File: src/rtl/lwe_dot_mod_accum.sv
// lwe_dot_mod_accum: sequences a[i]*s[i] mod Q through an external multiplier, accumulates mod Q, adds err.
module lwe_dot_mod_accum #(
  parameter int DATA_WIDTH = 32,
  parameter int n_WIDTH = 8,
  parameter int TIMEOUT_CYC = 255
) (
  input  logic                  clk,
  input  logic                  rst,
  input  logic                  start,
  input  logic [n_WIDTH-1:0]    len,
  input  logic [DATA_WIDTH-1:0] Q,
  input  logic [DATA_WIDTH-1:0] err,
  output logic [n_WIDTH-1:0]    idx,
  input  logic [DATA_WIDTH-1:0] a_in,
  input  logic [DATA_WIDTH-1:0] s_in,
  output logic                  mul_start,
  output logic [DATA_WIDTH-1:0] mul_a,
  output logic [DATA_WIDTH-1:0] mul_b,
  output logic [DATA_WIDTH-1:0] mul_Q,
  input  logic [DATA_WIDTH-1:0] mul_result,
  input  logic                  mul_done,
  output logic [DATA_WIDTH-1:0] result,
  output logic                  ready,
  output logic                  done
`ifdef ACC_TIMEOUT_EN
  ,
  output logic                  timeout
`endif
);
  localparam int W = DATA_WIDTH;
  typedef enum logic [2:0] {IDLE, FETCH, MUL, WAIT, ACC, ERR, DONE} state_t;
  state_t state, next;
  logic [n_WIDTH-1:0] len_r;
  logic [W-1:0] err_r, acc, p, p_mod, e_mod;
  logic [W:0] sum, esum;
  logic wd_hit;
  function automatic logic [W-1:0] red(input logic [W:0] x, input logic [W-1:0] q);
    return x >= {1'b0, q} ? W'(x - {1'b0, q}) : x[W-1:0];
  endfunction
  assign ready = state == IDLE;
  assign p_mod = mul_result[W-1] ? mul_result + mul_Q : mul_result;
  assign e_mod = err_r[W-1] ? err_r + mul_Q : err_r;
  assign sum   = {1'b0, acc} + {1'b0, p};
  assign esum  = {1'b0, acc} + {1'b0, e_mod};
  always_comb begin
    next = state;
    case (state)
      IDLE:    next = start ? (len == '0 ? ERR : FETCH) : IDLE;
      FETCH:   next = MUL;
      MUL:     next = WAIT;
      WAIT:    next = mul_done ? ACC : (wd_hit ? DONE : WAIT);
      ACC:     next = idx == len_r - 1'b1 ? ERR : FETCH;
      ERR:     next = DONE;
      default: next = IDLE;
    endcase
  end
  always_ff @(posedge clk) begin
    if (rst) begin
      state     <= IDLE;
      idx       <= '0;
      mul_start <= 1'b0;
      mul_a     <= '0;
      mul_b     <= '0;
      mul_Q     <= '0;
      result    <= '0;
      acc       <= '0;
      p         <= '0;
      len_r     <= '0;
      err_r     <= '0;
      done      <= 1'b0;
    end else begin
      state     <= next;
      mul_start <= state == FETCH;
      done      <= state == DONE;
      case (state)
        IDLE: if (start) begin
          len_r <= len;
          mul_Q <= Q;
          err_r <= err;
          acc   <= '0;
          idx   <= '0;
        end
        FETCH: begin
          mul_a <= a_in;
          mul_b <= s_in;
        end
        WAIT: if (mul_done) p <= p_mod; else if (wd_hit) result <= '0;
        ACC: begin
          acc <= red(sum, mul_Q);
          if (next == FETCH) idx <= idx + 1'b1;
        end
        ERR: result <= red(esum, mul_Q);
        default: ;
      endcase
    end
  end
`ifdef ACC_TIMEOUT_EN
  localparam int CW = $clog2(TIMEOUT_CYC + 1);
  logic [CW-1:0] wcnt;
  assign wd_hit = state == WAIT && !mul_done && wcnt == CW'(TIMEOUT_CYC - 1);
  always_ff @(posedge clk) begin
    if (rst) begin
      wcnt    <= '0;
      timeout <= 1'b0;
    end else begin
      wcnt    <= state == WAIT ? wcnt + 1'b1 : '0;
      timeout <= (state == IDLE && start) ? 1'b0 : (timeout | wd_hit);
    end
  end
`else
  assign wd_hit = 1'b0;
`endif
endmodule
File: config.mk
export PLATFORM = sky130hd
export DESIGN_NAME = lwe_dot_mod_accum
export DESIGN_NICKNAME = d
export VERILOG_FILES = /design/src/rtl/lwe_dot_mod_accum.sv
export SDC_FILE = /design/constraint.sdc
export NUM_CORES = 1
export LEC_CHECK = 0
export BUFFER_PORTS_ARGS = -buffer_cell sky130_fd_sc_hd__buf_2
export CORE_MARGIN = 4
export CORE_UTILIZATION = 53
export CTS_CLUSTER_DIAMETER = 80
export CTS_CLUSTER_SIZE = 16
export DETAILED_ROUTE_END_ITERATION = 10
export PLACE_DENSITY = 0.82
export SYNTH_ARGS = -nofsm -noshare
export SYNTH_HDL_FRONTEND = slang
export SYNTH_SLANG_ARGS = --single-unit
File: constraint.sdc
create_clock -name clk -period 6.03 [get_ports clk]
set_clock_uncertainty 0.2 [all_clocks]
set_input_delay 1.206 -clock clk [delete_from_list [all_inputs] [get_ports clk]]
set_output_delay 1.206 -clock clk [all_outputs]
set_load 0.01 [all_outputs]
; ---- Word level (Yosys, flattened, before mapping)
; Cells that the tools add are included.
[word_totals]
output_inout_bits = 139
ff_bits = 245
elab_cells = 53
inputBits = 172
[op_classes]
reduce_logical = 7
addsub = 8
n_eq_ne = 10
mux = 14
magnitude_cmp = 2
[op_table]
columns = cell, count
row1 = 32-bit two-way mux, 5
row2 = 32-bit by 32-bit adder with 33-bit output, 2
row3 = 33-bit by 32-bit >= comparator with 1-bit output, 2
row4 = 32-bit adder, 2
row5 = 32-bit one-hot mux with 2 select lines, 1
row6 = 32-bit subtractor, 2
row7 = 3-bit one-hot mux with 6 select lines, 1
row8 = 8-bit two-way mux, 2
row9 = 8-bit one-hot mux with 2 select lines, 1
row10 = 3-bit two-way mux, 4
row11 = "3-bit equality test, second input constant", 3
row12 = "8-bit by 1-bit adder with 8-bit output, second input constant", 1
row13 = 8-bit equality test, 1
row14 = 8-bit logical NOT, 1
row15 = "8-bit by 1-bit subtractor with 8-bit output, second input constant", 1
row16 = "3-bit by 1-bit equality test with 1-bit output, second input constant", 2
row17 = "3-bit by 2-bit equality test with 1-bit output, second input constant", 2
row18 = 2-bit AND reduction, 3
row19 = "2-bit inequality test, second input constant", 2
row20 = 3-bit logical NOT, 1
row21 = 3-bit AND reduction, 1
row22 = 2-bit nonzero test, 1

; ---- Depth between registers and ports, before layout
[logic_depth]
word_depth = 7
ltp_mapped = 34
ltp_nobuf = 34

; ---- Worst setup path after synthesis
; OpenSTA, ideal clock, no wires.
[synth_path]
path_kind = flip-flop to flip-flop
start = reg mul_Q[1]
end = reg result[25]
path_slack_ns = -0.672
stages_incl_launch_ff = 30
period_less_slack_ns = 6.702
setup_ns = 0.114
n_path_buf = 2
required_time_ns = 5.716
arrival_ns = 6.387
cell_sequence = dfxtp_1 inv_1 fa_1 nor2b_1 or4_1 a21oi_2 o31a_2 o21ai_0 a21o_1 a21oi_1 xnor2_1 mux2_2 ha_1 and3_1 nand3_1 or4_1 a211oi_1 nor2_1 xnor2_1 ha_1 clkbuf_1 a21o_1 a211oi_1 o21ai_0 a21o_1 a41oi_4 nand2_4 buf_6 a31oi_1 a21bo_1
[synth_between]
elab_chain_cells = 5
word_cells_on_any_way = 6
classes_between = add/sub (3) / order compare (1) / mux (2)
[synth_rtl]
columns = element, line
row1 = from (decl), 19  ; output logic [DATA_WIDTH-1:0] mul_Q,
row2 = from (signal assigned), 64  ; mul_Q <= '0;
row3 = from (signal assigned), 78  ; mul_Q <= Q;
row4 = 32-bit adder, 42  ; assign e_mod = err_r[W-1] ? err_r + mul_Q : err_r;
row5 = 32-bit two-way mux, 42
row6 = 32-bit by 32-bit adder with 33-bit output, 44  ; assign esum = {1'b0, acc} + {1'b0, e_mod};
row7 = 32-bit subtractor / 33-bit by 32-bit >= comparator with 1-bit output (equally long branches), 38  ; return x >= {1'b0, q} ? W'(x - {1'b0, q}) : x[W-1:0];
row8 = 32-bit two-way mux *, 38
row9 = to (signal assigned), 92  ; ERR: result <= red(esum, mul_Q);
row10 = to (decl), 22  ; output logic [DATA_WIDTH-1:0] result,
; Mark *: on every way between the ends. The rest lies on a longest branch, timed or not.
; A chain may end at the register's enable or synchronous reset.

; ---- Worst setup path after layout
[layout_path]
start = reg mul_Q[0]
end = reg result[22]
; Same word-level chain as after synthesis.

==> results.txt <==
drt wl/cell: 20.1 µm
total track usage: 32.8%
CORE AREA: 35800 µm²
Max Cap Viol: 0
outcome: finished with violations
CTS tree: built
Hold Path Depth: 2
via count: 21200
GPL Wtd Cong: 1.02
min-delay src: mul_a[16]
cell with the most instances after synthesis: nand2_1
Initial Util: 54.1%
Top cell by count, worst path: a21oi_2
reg2reg end: result[22]
Reg clk slew, reported paths: 0.07 ns
First DRT Iteration DRCs: 1766
initial antenna violation count: 6
Hold Path End: mul_a[16]
largest cells by area after synthesis: dfxtp_1 25%, ha_1 12%, a21oi_1 8.8%
Synth Flop Type: dfxtp_1
Ys Warns: 0
crit-path max cell delay: 0.60 ns
Num CTS Buffers: 22
Yosys top cell area share: 25.3%
hold_buf cts: 0
Worst path slowest cell: or4_4
post-synth cell types: 89
met1 usage: 42.6%
drt drc: 0
Worst Hold Class: reg -> reg
Die Wd: 199 µm
Mapped Area: 19400 µm²
R2R cell count: 35
FMAX: 152 MHz
syn_nets: 2900
Worst Hold Margin: 0.253 ns
Post-synth ARST share: 0%
met3 usage: 6.10%
#FFs+latches synth: 245
WP data arrival: 6.85 ns
FF-to-FF setup slack: -0.55 ns
type of element launching the critical path: flop
Antenna Nets Post-Route: 0
clk_lat worst skew: 0.57 ns
I/O pins: 311
Final #Nets: 3394
critical path class: reg -> reg
global-route wire length before repair: 105000 µm
most used routing layer: met2
Final Max Tran Viols: 0
crit-path max FO: 7
Tcrit/Tclk final: 109%
post-synth top area cell: dfxtp_1
worst vdd ir: 0.000282 V
root buf cell: clkbuf_16
Die Footprint: 39700 µm²
drt via density: 6.07
synth cell count leaders: 404 x nand2_1, 339 x a21oi_1, 245 x dfxtp_1
RR Startpoint: mul_Q[0]
Die H: 199 µm
pin count of the biggest net entering global routing: 105
Rows: 69
Mean Syn Cell Area: 7.66 µm²
Syn Inst Count: 2529
CTS Sinks: 245
met2 Track Usage GR: 55.5%
final wirelength: 70400 µm
sequential-to-total area share from yosys stat: 25.3%
DRT Pass-1 Iters: 7
worst slew pin tran: 1.23 ns
number of enable flip-flop cells after synthesis: 0
final setup margin: -0.547 ns
Worst Path Required: 6.30 ns
GR Overflow Total: 0
htree depth: 1
minimum clock period after layout: 6.58 ns
# setup viols final: 32
Layout area overhead: 26.6%
port bufs: 310
CTS Buffer Depth: 3
failing checks: setup timing
PwrDens: 232 nW/µm²
Leak: 0.0115 µW
share of cells above drive strength 1: 25.6%
Finished Layout Cells: 3497
Hold Vio Cnt, Final: 0
Slew headroom: 18.1%
Final HPWL DP: 53900 µm
crit end category: flop
vias in the first global route: 20000
Inst Count DP: 3415
RSZ-0062 raised after global routing: yes
[per-stage QoR]
| step | total power (µW) | TNS [ns] | setup WS [ns] | util, % | area [µm²] |
|---|---|---|---|---|---|
| after global placement | 3930 | -4.49 | -0.208 | 64.1 | 23000 |
| after detailed placement | 3990 | -9.73 | -0.421 | 64.1 | 23000 |
| after floorplan | 3220 | -0.208 | -0.0541 | - | 19600 |
| final | 5690 | -14.51 | -0.547 | 68.5 | 24500 |
| after global routing | 5940 | -21.57 | -0.788 | 68.5 | 24500 |
| after CTS | 5480 | -5.87 | -0.239 | 67.0 | 24000 |
[layer usage]
metal,up-vias,wire (µm)
li1,10100,-
met1,9945,28500
met2,1055,32900
met3,184,6170
met4,6,2810
met5,-,41
[how the worst max path moves through the flow]
stage	from	to	slack, ns	cells past startpoint
floorplan	mul_Q[0]	result[25]	-0.05	31
global placement	mul_Q[0]	result[29]	-0.21	32
detailed placement	mul_Q[0]	result[29]	-0.42	32
CTS	mul_Q[0]	result[8]	-0.24	34
global route	mul_Q[0]	result[22]	-0.79	34
finish	mul_Q[0]	result[22]	-0.55	35
[critical path: cells and delay by family, from the launching register on]
| family | cells | cell delay [ns] |
|---|---|---|
| buf+inv | 5 | 0.66 |
| compound gates | 15 | 2.34 |
| fa+ha+maj | 4 | 0.83 |
| xor+xnor | 2 | 0.23 |
| mux | 2 | 0.44 |
| flops | 1 | 0.35 |
| simple gates | 7 | 1.43 |
[area by class of cell]
| class | count | area [µm²] |
|---|---|---|
| clock inverters | 9 | 133 |
| multi-input cells | 2095 | 14400 |
| inverters | 77 | 289 |
| repair buffers | 582 | 3690 |
| well taps | 461 | 577 |
| diodes | 6 | 15.0 |
| flip-flops and latches | 245 | 4910 |
| clock buffers | 22 | 551 |
| fillers | 2911 | 11300 |
[sequential cells by signal, indices dropped and copies added, names as in the netlist]
register and cells:
idx 8, mul_b 32, mul_start 1, state 3, len_r 8, done 1
mul_Q 32, err_r 32, result 32, acc 32, mul_a 32, p 32
[cell families (layout without fill, tap and decap cells)]
| kind of cell | after synthesis | count (layout) | synth area share, % |
|---|---|---|---|
| AO/OA/AOI/OAI | 801 | 801 | 26.2 |
| XOR/XNOR | 173 | 173 | 7.82 |
| buffers and inverters | 190 | 690 | 3.93 |
| adder cells (fa/ha/maj) | 199 | 199 | 13.1 |
| other | 0 | 6 | 0 |
| AND/OR/NAND/NOR | 843 | 844 | 19.5 |
| multiplexers | 78 | 78 | 4.20 |
| flip-flops | 245 | 245 | 25.3 |
[timing repair]
action / 4_1_cts / 5_1_grt
pin swaps: 30 / 32
endpoints found under the setup margin: 32 / 32
gates resized for setup: 42 / 63
buffers inserted: 21 / 21
cloned: 1 / 2
[where the power goes]
part           internal [µW]  switching (µW)  total (µW)
clock network            724             718        1440
logic                   1140            1360        2490
registers               1690            66.4        1760
total                   3550            2140        5690
[layout by cell type, fill, tap and decap left out, drive strengths merged, types with 6 or more instances in the layout]
master	Yosys	routed
nand2	405	405
o21ai	129	129
nand2b	36	36
a211oi	75	75
a31oi	16	16
xnor2	111	111
mux2	27	27
o21bai	19	19
nor4	8	8
a21o	74	74
o31a	8	8
o21a	20	20
nor3	41	41
xor2	62	62
fa	6	6
dfxtp	245	245
o211ai	13	13
nand3b	7	7
nand3	41	41
nor2b	25	25
mux2i	51	51
o41ai	6	6
o31ai	12	12
diode	0	6
buf	12	580
and3	20	20
a21oi	343	343
a311oi	11	11
a2111oi	10	10
clkbuf	101	24
or2	6	6
nor3b	8	8
nor2	186	186
and2	17	18
ha	193	193
nand4	19	19
a211o	10	10
inv	77	81
(Power assumes the default switching activity.)
